==> src/rtl/alu_pkg.sv <==
// Shared definitions for the ALU arbiter: op encodings, flag bit positions
// and the arbiter state enum.
package alu_pkg;

   localparam int unsigned OP_W   = 4;
   localparam int unsigned FLAG_W = 5;
   localparam int unsigned CNT_W  = 16;

   localparam logic [OP_W-1:0] OP_ADD = 4'b0000;
   localparam logic [OP_W-1:0] OP_SUB = 4'b1000;
   localparam logic [OP_W-1:0] OP_AND = 4'b0001;
   localparam logic [OP_W-1:0] OP_OR  = 4'b0010;
   localparam logic [OP_W-1:0] OP_XOR = 4'b0011;

   localparam int unsigned FLAG_C = 0;
   localparam int unsigned FLAG_L = 1;
   localparam int unsigned FLAG_F = 2;
   localparam int unsigned FLAG_Z = 3;
   localparam int unsigned FLAG_N = 4;

   typedef enum logic [1:0] {
      IDLE = 2'd0,
      EXEC = 2'd1,
      RESP = 2'd2
   } state_e;

endpackage

==> src/rtl/alu_arbiter_if.sv <==
// Requester, response and ALU-side signals of the two-port ALU arbiter.
interface alu_arbiter_if
   import alu_pkg::*;
#(
   parameter int unsigned WIDTH = 16
);
   logic              req0_valid;
   logic              req0_ready;
   logic [WIDTH-1:0]  req0_a;
   logic [WIDTH-1:0]  req0_b;
   logic [OP_W-1:0]   req0_op;
   logic              req0_setflags;

   logic              req1_valid;
   logic              req1_ready;
   logic [WIDTH-1:0]  req1_a;
   logic [WIDTH-1:0]  req1_b;
   logic [OP_W-1:0]   req1_op;
   logic              req1_setflags;

   logic              resp0_valid;
   logic              resp1_valid;
   logic [WIDTH-1:0]  resp_data;
   logic [FLAG_W-1:0] resp_flags;

   logic [WIDTH-1:0]  alu_reg1;
   logic [WIDTH-1:0]  alu_reg2;
   logic [OP_W-1:0]   alu_inst;
   logic              alu_flagWrite;
   logic [WIDTH-1:0]  alu_result;
   logic [FLAG_W-1:0] alu_flags;

   logic [CNT_W-1:0]  ops_done;

   modport slave (
      input  req0_valid, req0_a, req0_b, req0_op, req0_setflags,
      input  req1_valid, req1_a, req1_b, req1_op, req1_setflags,
      input  alu_result, alu_flags,
      output req0_ready, req1_ready, resp0_valid, resp1_valid,
      output resp_data, resp_flags, alu_reg1, alu_reg2, alu_inst,
      output alu_flagWrite, ops_done
   );

   modport master (
      output req0_valid, req0_a, req0_b, req0_op, req0_setflags,
      output req1_valid, req1_a, req1_b, req1_op, req1_setflags,
      output alu_result, alu_flags,
      input  req0_ready, req1_ready, resp0_valid, resp1_valid,
      input  resp_data, resp_flags, alu_reg1, alu_reg2, alu_inst,
      input  alu_flagWrite, ops_done
   );

endinterface

==> src/rtl/rr_arb2.sv <==
// Two-way round-robin grant: a lone requester wins; on a tie the requester
// not granted last wins (last=1 means requester 1 was granted last).
module rr_arb2 (
   input  logic [1:0] req,
   input  logic       last,
   output logic [1:0] grant
);

   always_comb begin
      grant    = 2'b00;
      grant[0] = req[0] & (~req[1] | last);
      grant[1] = req[1] & (~req[0] | ~last);
   end

endmodule

==> src/rtl/alu_arbiter.sv <==
// Shares one external ALU between two requesters: accept, execute for one
// cycle, then return the result to the owner while accepting the next op.
module alu_arbiter
   import alu_pkg::*;
#(
   parameter int unsigned WIDTH = 16
) (
   input  logic         clk,
   input  logic         rst,
   alu_arbiter_if.slave bus
);

   state_e            state_q, state_d;
   logic              last_q, last_d;
   logic              owner_q, owner_d;
   logic              flag_write_q, flag_write_d;
   logic [WIDTH-1:0]  reg1_q, reg1_d;
   logic [WIDTH-1:0]  reg2_q, reg2_d;
   logic [OP_W-1:0]   inst_q, inst_d;
   logic              resp0_valid_q, resp0_valid_d;
   logic              resp1_valid_q, resp1_valid_d;
   logic [WIDTH-1:0]  resp_data_q, resp_data_d;
   logic [FLAG_W-1:0] resp_flags_q, resp_flags_d;
   logic [CNT_W-1:0]  ops_done_q, ops_done_d;

   logic [1:0] grant_c;
   logic       window_c;
   logic       accept_c;

   rr_arb2 u_rr_arb2 (
      .req   ({bus.req1_valid, bus.req0_valid}),
      .last  (last_q),
      .grant (grant_c)
   );

   // Acceptance window: IDLE or RESP, never while reset is held.
   assign window_c       = ((state_q == IDLE) || (state_q == RESP)) && !rst;
   assign accept_c       = window_c && (grant_c != 2'b00);
   assign bus.req0_ready = window_c & grant_c[0];
   assign bus.req1_ready = window_c & grant_c[1];

   always_comb begin
      state_d       = state_q;
      last_d        = last_q;
      owner_d       = owner_q;
      flag_write_d  = 1'b0;
      reg1_d        = reg1_q;
      reg2_d        = reg2_q;
      inst_d        = inst_q;
      resp0_valid_d = 1'b0;
      resp1_valid_d = 1'b0;
      resp_data_d   = resp_data_q;
      resp_flags_d  = resp_flags_q;
      ops_done_d    = ops_done_q;

      case (state_q)
         IDLE, RESP: begin
            if (state_q == RESP) ops_done_d = ops_done_q + CNT_W'(1);
            if (accept_c) begin
               reg1_d       = grant_c[1] ? bus.req1_a : bus.req0_a;
               reg2_d       = grant_c[1] ? bus.req1_b : bus.req0_b;
               inst_d       = grant_c[1] ? bus.req1_op : bus.req0_op;
               flag_write_d = grant_c[1] ? bus.req1_setflags : bus.req0_setflags;
               owner_d      = grant_c[1];
               last_d       = grant_c[1];
               state_d      = EXEC;
            end else begin
               state_d = IDLE;
            end
         end
         EXEC: begin
            // ALU flags were written on the falling edge inside EXEC.
            resp_data_d   = bus.alu_result;
            resp_flags_d  = bus.alu_flags;
            resp0_valid_d = ~owner_q;
            resp1_valid_d = owner_q;
            state_d       = RESP;
         end
         default: state_d = IDLE;
      endcase
   end

   always_ff @(posedge clk or posedge rst) begin
      if (rst) begin
         state_q       <= IDLE;
         last_q        <= 1'b1;
         owner_q       <= 1'b0;
         flag_write_q  <= 1'b0;
         reg1_q        <= '0;
         reg2_q        <= '0;
         inst_q        <= '0;
         resp0_valid_q <= 1'b0;
         resp1_valid_q <= 1'b0;
         resp_data_q   <= '0;
         resp_flags_q  <= '0;
         ops_done_q    <= '0;
      end else begin
         state_q       <= state_d;
         last_q        <= last_d;
         owner_q       <= owner_d;
         flag_write_q  <= flag_write_d;
         reg1_q        <= reg1_d;
         reg2_q        <= reg2_d;
         inst_q        <= inst_d;
         resp0_valid_q <= resp0_valid_d;
         resp1_valid_q <= resp1_valid_d;
         resp_data_q   <= resp_data_d;
         resp_flags_q  <= resp_flags_d;
         ops_done_q    <= ops_done_d;
      end
   end

   assign bus.alu_reg1      = reg1_q;
   assign bus.alu_reg2      = reg2_q;
   assign bus.alu_inst      = inst_q;
   assign bus.alu_flagWrite = flag_write_q;
   assign bus.resp0_valid   = resp0_valid_q;
   assign bus.resp1_valid   = resp1_valid_q;
   assign bus.resp_data     = resp_data_q;
   assign bus.resp_flags    = resp_flags_q;
   assign bus.ops_done      = ops_done_q;

endmodule

==> src/flat_wrapper.sv <==
// flat-port wrapper written by rule: the top's interface ports become plain ports
module alu_arbiter_flat import alu_pkg::*;
#(
   parameter int unsigned WIDTH = 16
)
  (clk, rst, bus_req0_valid, bus_req0_a, bus_req0_b, bus_req0_op, bus_req0_setflags, bus_req1_valid, bus_req1_a, bus_req1_b, bus_req1_op, bus_req1_setflags, bus_alu_result, bus_alu_flags, bus_req0_ready, bus_req1_ready, bus_resp0_valid, bus_resp1_valid, bus_resp_data, bus_resp_flags, bus_alu_reg1, bus_alu_reg2, bus_alu_inst, bus_alu_flagWrite, bus_ops_done);
  alu_arbiter_if #(.WIDTH(WIDTH)) bus_i ();
  input  logic clk;
  input  logic rst;
  input wire logic [$bits(bus_i.req0_valid)-1:0] bus_req0_valid;
  input wire logic [$bits(bus_i.req0_a)-1:0] bus_req0_a;
  input wire logic [$bits(bus_i.req0_b)-1:0] bus_req0_b;
  input wire logic [$bits(bus_i.req0_op)-1:0] bus_req0_op;
  input wire logic [$bits(bus_i.req0_setflags)-1:0] bus_req0_setflags;
  input wire logic [$bits(bus_i.req1_valid)-1:0] bus_req1_valid;
  input wire logic [$bits(bus_i.req1_a)-1:0] bus_req1_a;
  input wire logic [$bits(bus_i.req1_b)-1:0] bus_req1_b;
  input wire logic [$bits(bus_i.req1_op)-1:0] bus_req1_op;
  input wire logic [$bits(bus_i.req1_setflags)-1:0] bus_req1_setflags;
  input wire logic [$bits(bus_i.alu_result)-1:0] bus_alu_result;
  input wire logic [$bits(bus_i.alu_flags)-1:0] bus_alu_flags;
  output wire logic [$bits(bus_i.req0_ready)-1:0] bus_req0_ready;
  output wire logic [$bits(bus_i.req1_ready)-1:0] bus_req1_ready;
  output wire logic [$bits(bus_i.resp0_valid)-1:0] bus_resp0_valid;
  output wire logic [$bits(bus_i.resp1_valid)-1:0] bus_resp1_valid;
  output wire logic [$bits(bus_i.resp_data)-1:0] bus_resp_data;
  output wire logic [$bits(bus_i.resp_flags)-1:0] bus_resp_flags;
  output wire logic [$bits(bus_i.alu_reg1)-1:0] bus_alu_reg1;
  output wire logic [$bits(bus_i.alu_reg2)-1:0] bus_alu_reg2;
  output wire logic [$bits(bus_i.alu_inst)-1:0] bus_alu_inst;
  output wire logic [$bits(bus_i.alu_flagWrite)-1:0] bus_alu_flagWrite;
  output wire logic [$bits(bus_i.ops_done)-1:0] bus_ops_done;
  assign bus_i.req0_valid = bus_req0_valid;
  assign bus_i.req0_a = bus_req0_a;
  assign bus_i.req0_b = bus_req0_b;
  assign bus_i.req0_op = bus_req0_op;
  assign bus_i.req0_setflags = bus_req0_setflags;
  assign bus_i.req1_valid = bus_req1_valid;
  assign bus_i.req1_a = bus_req1_a;
  assign bus_i.req1_b = bus_req1_b;
  assign bus_i.req1_op = bus_req1_op;
  assign bus_i.req1_setflags = bus_req1_setflags;
  assign bus_i.alu_result = bus_alu_result;
  assign bus_i.alu_flags = bus_alu_flags;
  assign bus_req0_ready = bus_i.req0_ready;
  assign bus_req1_ready = bus_i.req1_ready;
  assign bus_resp0_valid = bus_i.resp0_valid;
  assign bus_resp1_valid = bus_i.resp1_valid;
  assign bus_resp_data = bus_i.resp_data;
  assign bus_resp_flags = bus_i.resp_flags;
  assign bus_alu_reg1 = bus_i.alu_reg1;
  assign bus_alu_reg2 = bus_i.alu_reg2;
  assign bus_alu_inst = bus_i.alu_inst;
  assign bus_alu_flagWrite = bus_i.alu_flagWrite;
  assign bus_ops_done = bus_i.ops_done;
  alu_arbiter #(.WIDTH(WIDTH)) u_core (.clk(clk), .rst(rst), .bus(bus_i));
endmodule
==> config.mk <==
export PLATFORM = sky130hd
export DESIGN_NAME = alu_arbiter_flat
export DESIGN_NICKNAME = d
export VERILOG_FILES = /design/src/rtl/alu_pkg.sv /design/src/rtl/alu_arbiter_if.sv /design/src/rtl/rr_arb2.sv /design/src/rtl/alu_arbiter.sv /design/src/flat_wrapper.sv
export SDC_FILE = /design/constraint.sdc
export NUM_CORES = 1
export LEC_CHECK = 0
export BUFFER_PORTS_ARGS = -buffer_cell sky130_fd_sc_hd__buf_4
export CORE_MARGIN = 2
export CORE_UTILIZATION = 49
export DETAILED_ROUTE_END_ITERATION = 10
export GPL_ROUTABILITY_DRIVEN = 0
export PLACE_DENSITY = 0.89
export REMOVE_ABC_BUFFERS = 1
export SYNTH_ARGS = -nofsm -noshare
export SYNTH_HDL_FRONTEND = slang
export SYNTH_SLANG_ARGS = --single-unit
==> constraint.sdc <==
create_clock -name clk -period 4.99 [get_ports clk]
set_clock_uncertainty 0.15 [all_clocks]
set_input_delay 1.2475 -clock clk [delete_from_list [all_inputs] [get_ports clk]]
set_output_delay 1.2475 -clock clk [all_outputs]
set_load 0.02 [all_outputs]
==> summary.md <==
| Metric | Value |
|---|---|
| Status | finished, final reports clean |
| Area leader, netlist | dfrtp_1 |
| Layout Cells excl Fill | 599 |
| Initial DRC count | 101 |
| Mux share of post-synthesis cell area | 0.1095 |
| Minimum clock period | 3.331 ns |
| Synth Instances | 325 |
| Cts repair resizes | 0 |
| Gr usage total | 0.2311 |
| Clk sinks | 80 |
| Worst-margin pin slew | 1.237 ns |
| H-tree depth | 3 |
| Max-cap violations | 0 |
| Synth Area in XOR/XNOR | 0.03984 |
| Primary FF master, synth | dfrtp_1 |
| CP delay by family, top | buffers and inverters |
| Crit path largest cell delay | 0.17 ns |
| Leak Pwr | 0.002590 uW |
| Final #Nets | 598 |
| N_diodes | 0 |
| Post-synth EDFFs | 0 |
| Clock root buffer | clkbuf_8 |
| Port bufs | 176 |
| Final period utilization | 0.6675 |
| Syn Area/Cell | 10.73 sq um |
| RSZ-0062 raised after global routing | false |
| CP Max Fanout | 5 |
| Vias per cell | 4.888 |
| Number of global-route vias before repair | 2910 |
| Largest net degree at the start of global routing | 75 |
| Cell Pwr Density | 400.8 nW/um^2 |
| Clk slew on worst S/H paths | 0.08 ns |
| Core ar. | 6832 sq um |
| DR pass1 iterations | 5 |
| Pre-CTS setup slack | 1.683 ns |
| Post-CTS Repair Setup Buffers | 0 |
| Critical path's slowest cell | nor2_2 |
| Ports | 177 |
| Clock power share | 0.276 |
| Rel. slew slack | 0.1755 |
| Die Ht | 88.35 microns |
| Worst setup EP type | primary output |
| Worst-case clock buffer depth | 2 |
| Worst Setup Start Kind | input port |
| Max frequency | 300.2 MHz |
| Fill cells | 513 |
| Sequential area share after synthesis | 0.5747 |
| #FFs+latches synth | 80 |
| Post-route setup slack | 1.659 ns |
| Worst-path cell chain | buf_4, nor2_2, nand2_1, a21oi_1, buf_4 |
| Placed Cells incl. Taps | 583 |
| CTS Buf Count | 9 |
| Peak supply drop | 0.3040 mV |
| Worst Path Required | 3.59 ns |
| Cell mode on critical path | buf_4 |
| Initial Util | 0.5103 |
| Layout cell share with drive strength beyond 1 | 0.4155 |
| Total Wirelength | 9.059 mm |
| Buf/Inv on CP | 2 |
| Switching Power | 653.0 uW |
| HP Class | reg -> reg |
| Largest family of logic cells by synthesized area | simple AND/OR/NAND/NOR gates |
| Final slew viol count | 0 |
| Most frequent cell after synthesis | dfrtp_1 |
| Die X | 88.35 microns |
| Top cell type's share of synthesized area | 0.5671 |
| Post-DP HPWL | 6.750 mm |
| DR vias | 2928 |
| Power consumption | 2034 uW |
| Final Hold Viols | 0 |
| Post-synthesis adder-cell area fraction | 0.003589 |
| Congestion Overflow GR | 0 |
| DR DRC count | 0 |
| Sw frac | 0.3211 |
| Ys Warns | 0 |
| Antenna Nets Post-Route | 0 |
| Die ar. | 7805 sq um |
| Clk_lat worst skew | 0.33 ns |
| Global-route wire length before repair | 13.91 mm |
| Critical path class | in -> out |
| Hold-fix buffers at CTS | 0 |
| Compound-Gate Fraction of Synth Area | 0.06389 |
| Async S/R FF share, synth | 1.000 |
| Internal power | 1381 uW |
| Synth cell types | 36 |
| # setup viols final | 0 |
| Power share of the combinational group | 0.303 |
| Hold Slack | 0.3202 ns |
| Commonest cells post-synth | dfrtp_1, nand2_1, nor2_1 |
| Post-route setup TNS | 0 ns |
| Data arrival time of the worst path | 1.93 ns |
| Num rows | 30 |
| CTS tree | done |
| Simple-Gate Fraction of Synth Area | 0.1701 |
| Flop pwr share | 0.421 |
| Synthesized area | 3486 sq um |
| WL/cell | 15.12 microns |
| Area Growth Syn to Fin | 45.55% |
| Initial antenna violation count | 0 |
| Top post-synthesis cells by area | dfrtp_1, mux2i_1, nand2_1, a21oi_1, nor2_1 |
metrics by stage:
step           utilization  instance area, sq um
3_3_place_gp        0.7081                  4837
5_1_grt             0.7427                  5074
2_1_floorplan            -                  3371
3_5_place_dp        0.7081                  4837
6_report            0.7427                  5074
4_1_cts             0.7427                  5074
cell usage in the layout, fill, tap and decap left out, types with 2 or more instances in the layout:
master / Yosys / layout
nand2_1: 67 / 67
clkbuf_8: 0 / 9
buf_4: 3 / 178
nand3_1: 3 / 3
and2_1: 2 / 2
and3_4: 2 / 2
inv_1: 5 / 4
nor2_1: 39 / 39
xor2_1: 3 / 3
mux2i_1: 37 / 37
nand4_1: 4 / 4
bufinv_16: 0 / 3
a21oi_1: 38 / 38
and4_4: 2 / 2
xnor2_1: 11 / 11
dfrtp_1: 79 / 79
clkinvlp_4: 0 / 2
clkbuf_1: 3 / 2
worst paths after layout:
path	from	slack [ns]	depth (start not counted)	end
max	rst	1.66	5	bus_req0_ready
min	u_core.bus.ops_done[15]	0.32	1	u_core.bus.ops_done[15]
max reg2reg	u_core.state_q[0]	2.75	3	u_core.bus.resp1_valid
min reg2reg	u_core.bus.ops_done[15]	0.32	1	u_core.bus.ops_done[15]
max in group asynchronous	rst	2.83	3	u_core.bus.alu_reg1[12]
min in group asynchronous	rst	0.91	2	u_core.owner_q
cell families after synthesis:
logic type | after synthesis
DFF | 80
and+or+nand+nor | 128
AOI/OAI and AO/OA | 42
buffers and inverters | 21
xor gates and xnor gates | 15
muxes | 38
adders and majority gates | 1
sequential cells by signal, summed over array words and instances, names as in the netlist:
name / cells
u_core.bus.resp_data: 16
u_core.bus.alu_inst: 4
u_core.state_q: 2
u_core.owner_q: 1
u_core.bus.ops_done: 16
u_core.bus.alu_reg2: 16
u_core.bus.resp0_valid: 1
u_core.bus.resp1_valid: 1
u_core.bus.resp_flags: 5
u_core.bus.alu_reg1: 16
u_core.bus.alu_flagWrite: 1
u_core.last_q: 1
layer usage:
| metal | GRT usage | part of all wire | up-vias |
|---|---|---|---|
| li1 | - | - | 1427 |
| met1 | 0.2809 | 0.38 | 1384 |
| met2 | 0.4040 | 0.54 | 103 |
| met3 | 0.05037 | 0.061 | 14 |
| met4 | 0.08678 | 0.019 | 0 |
| met5 | 0 | 0 | - |
layout make-up:
| class | instances | area [sq um] | area share |
|---|---|---|---|
| multi-input cells | 224 | 1358 | 0.2676 |
| clock inverters | 5 | 105.1 | 0.02072 |
| inverters | 5 | 20.02 | 0.003946 |
| well taps | 96 | 120.1 | 0.02367 |
| repair buffers | 178 | 1336 | 0.2634 |
| clock buffers | 11 | 131.4 | 0.02589 |
| flip-flops and latches | 80 | 2003 | 0.3948 |
power by group through the flow:
| stage | Sequential (uW) | Combinational, uW | Clock, uW |
|---|---|---|---|
| 2_1_floorplan | 994 | 183 | 0 |
| 3_3_place_gp | 860 | 604 | 0 |
| 3_5_place_dp | 866 | 621 | 0 |
| 4_1_cts | 857 | 623 | 572 |
| 5_1_grt | 873 | 663 | 603 |
| 6_report | 857 | 616 | 561 |
Power figures use the tool's default switching activity.
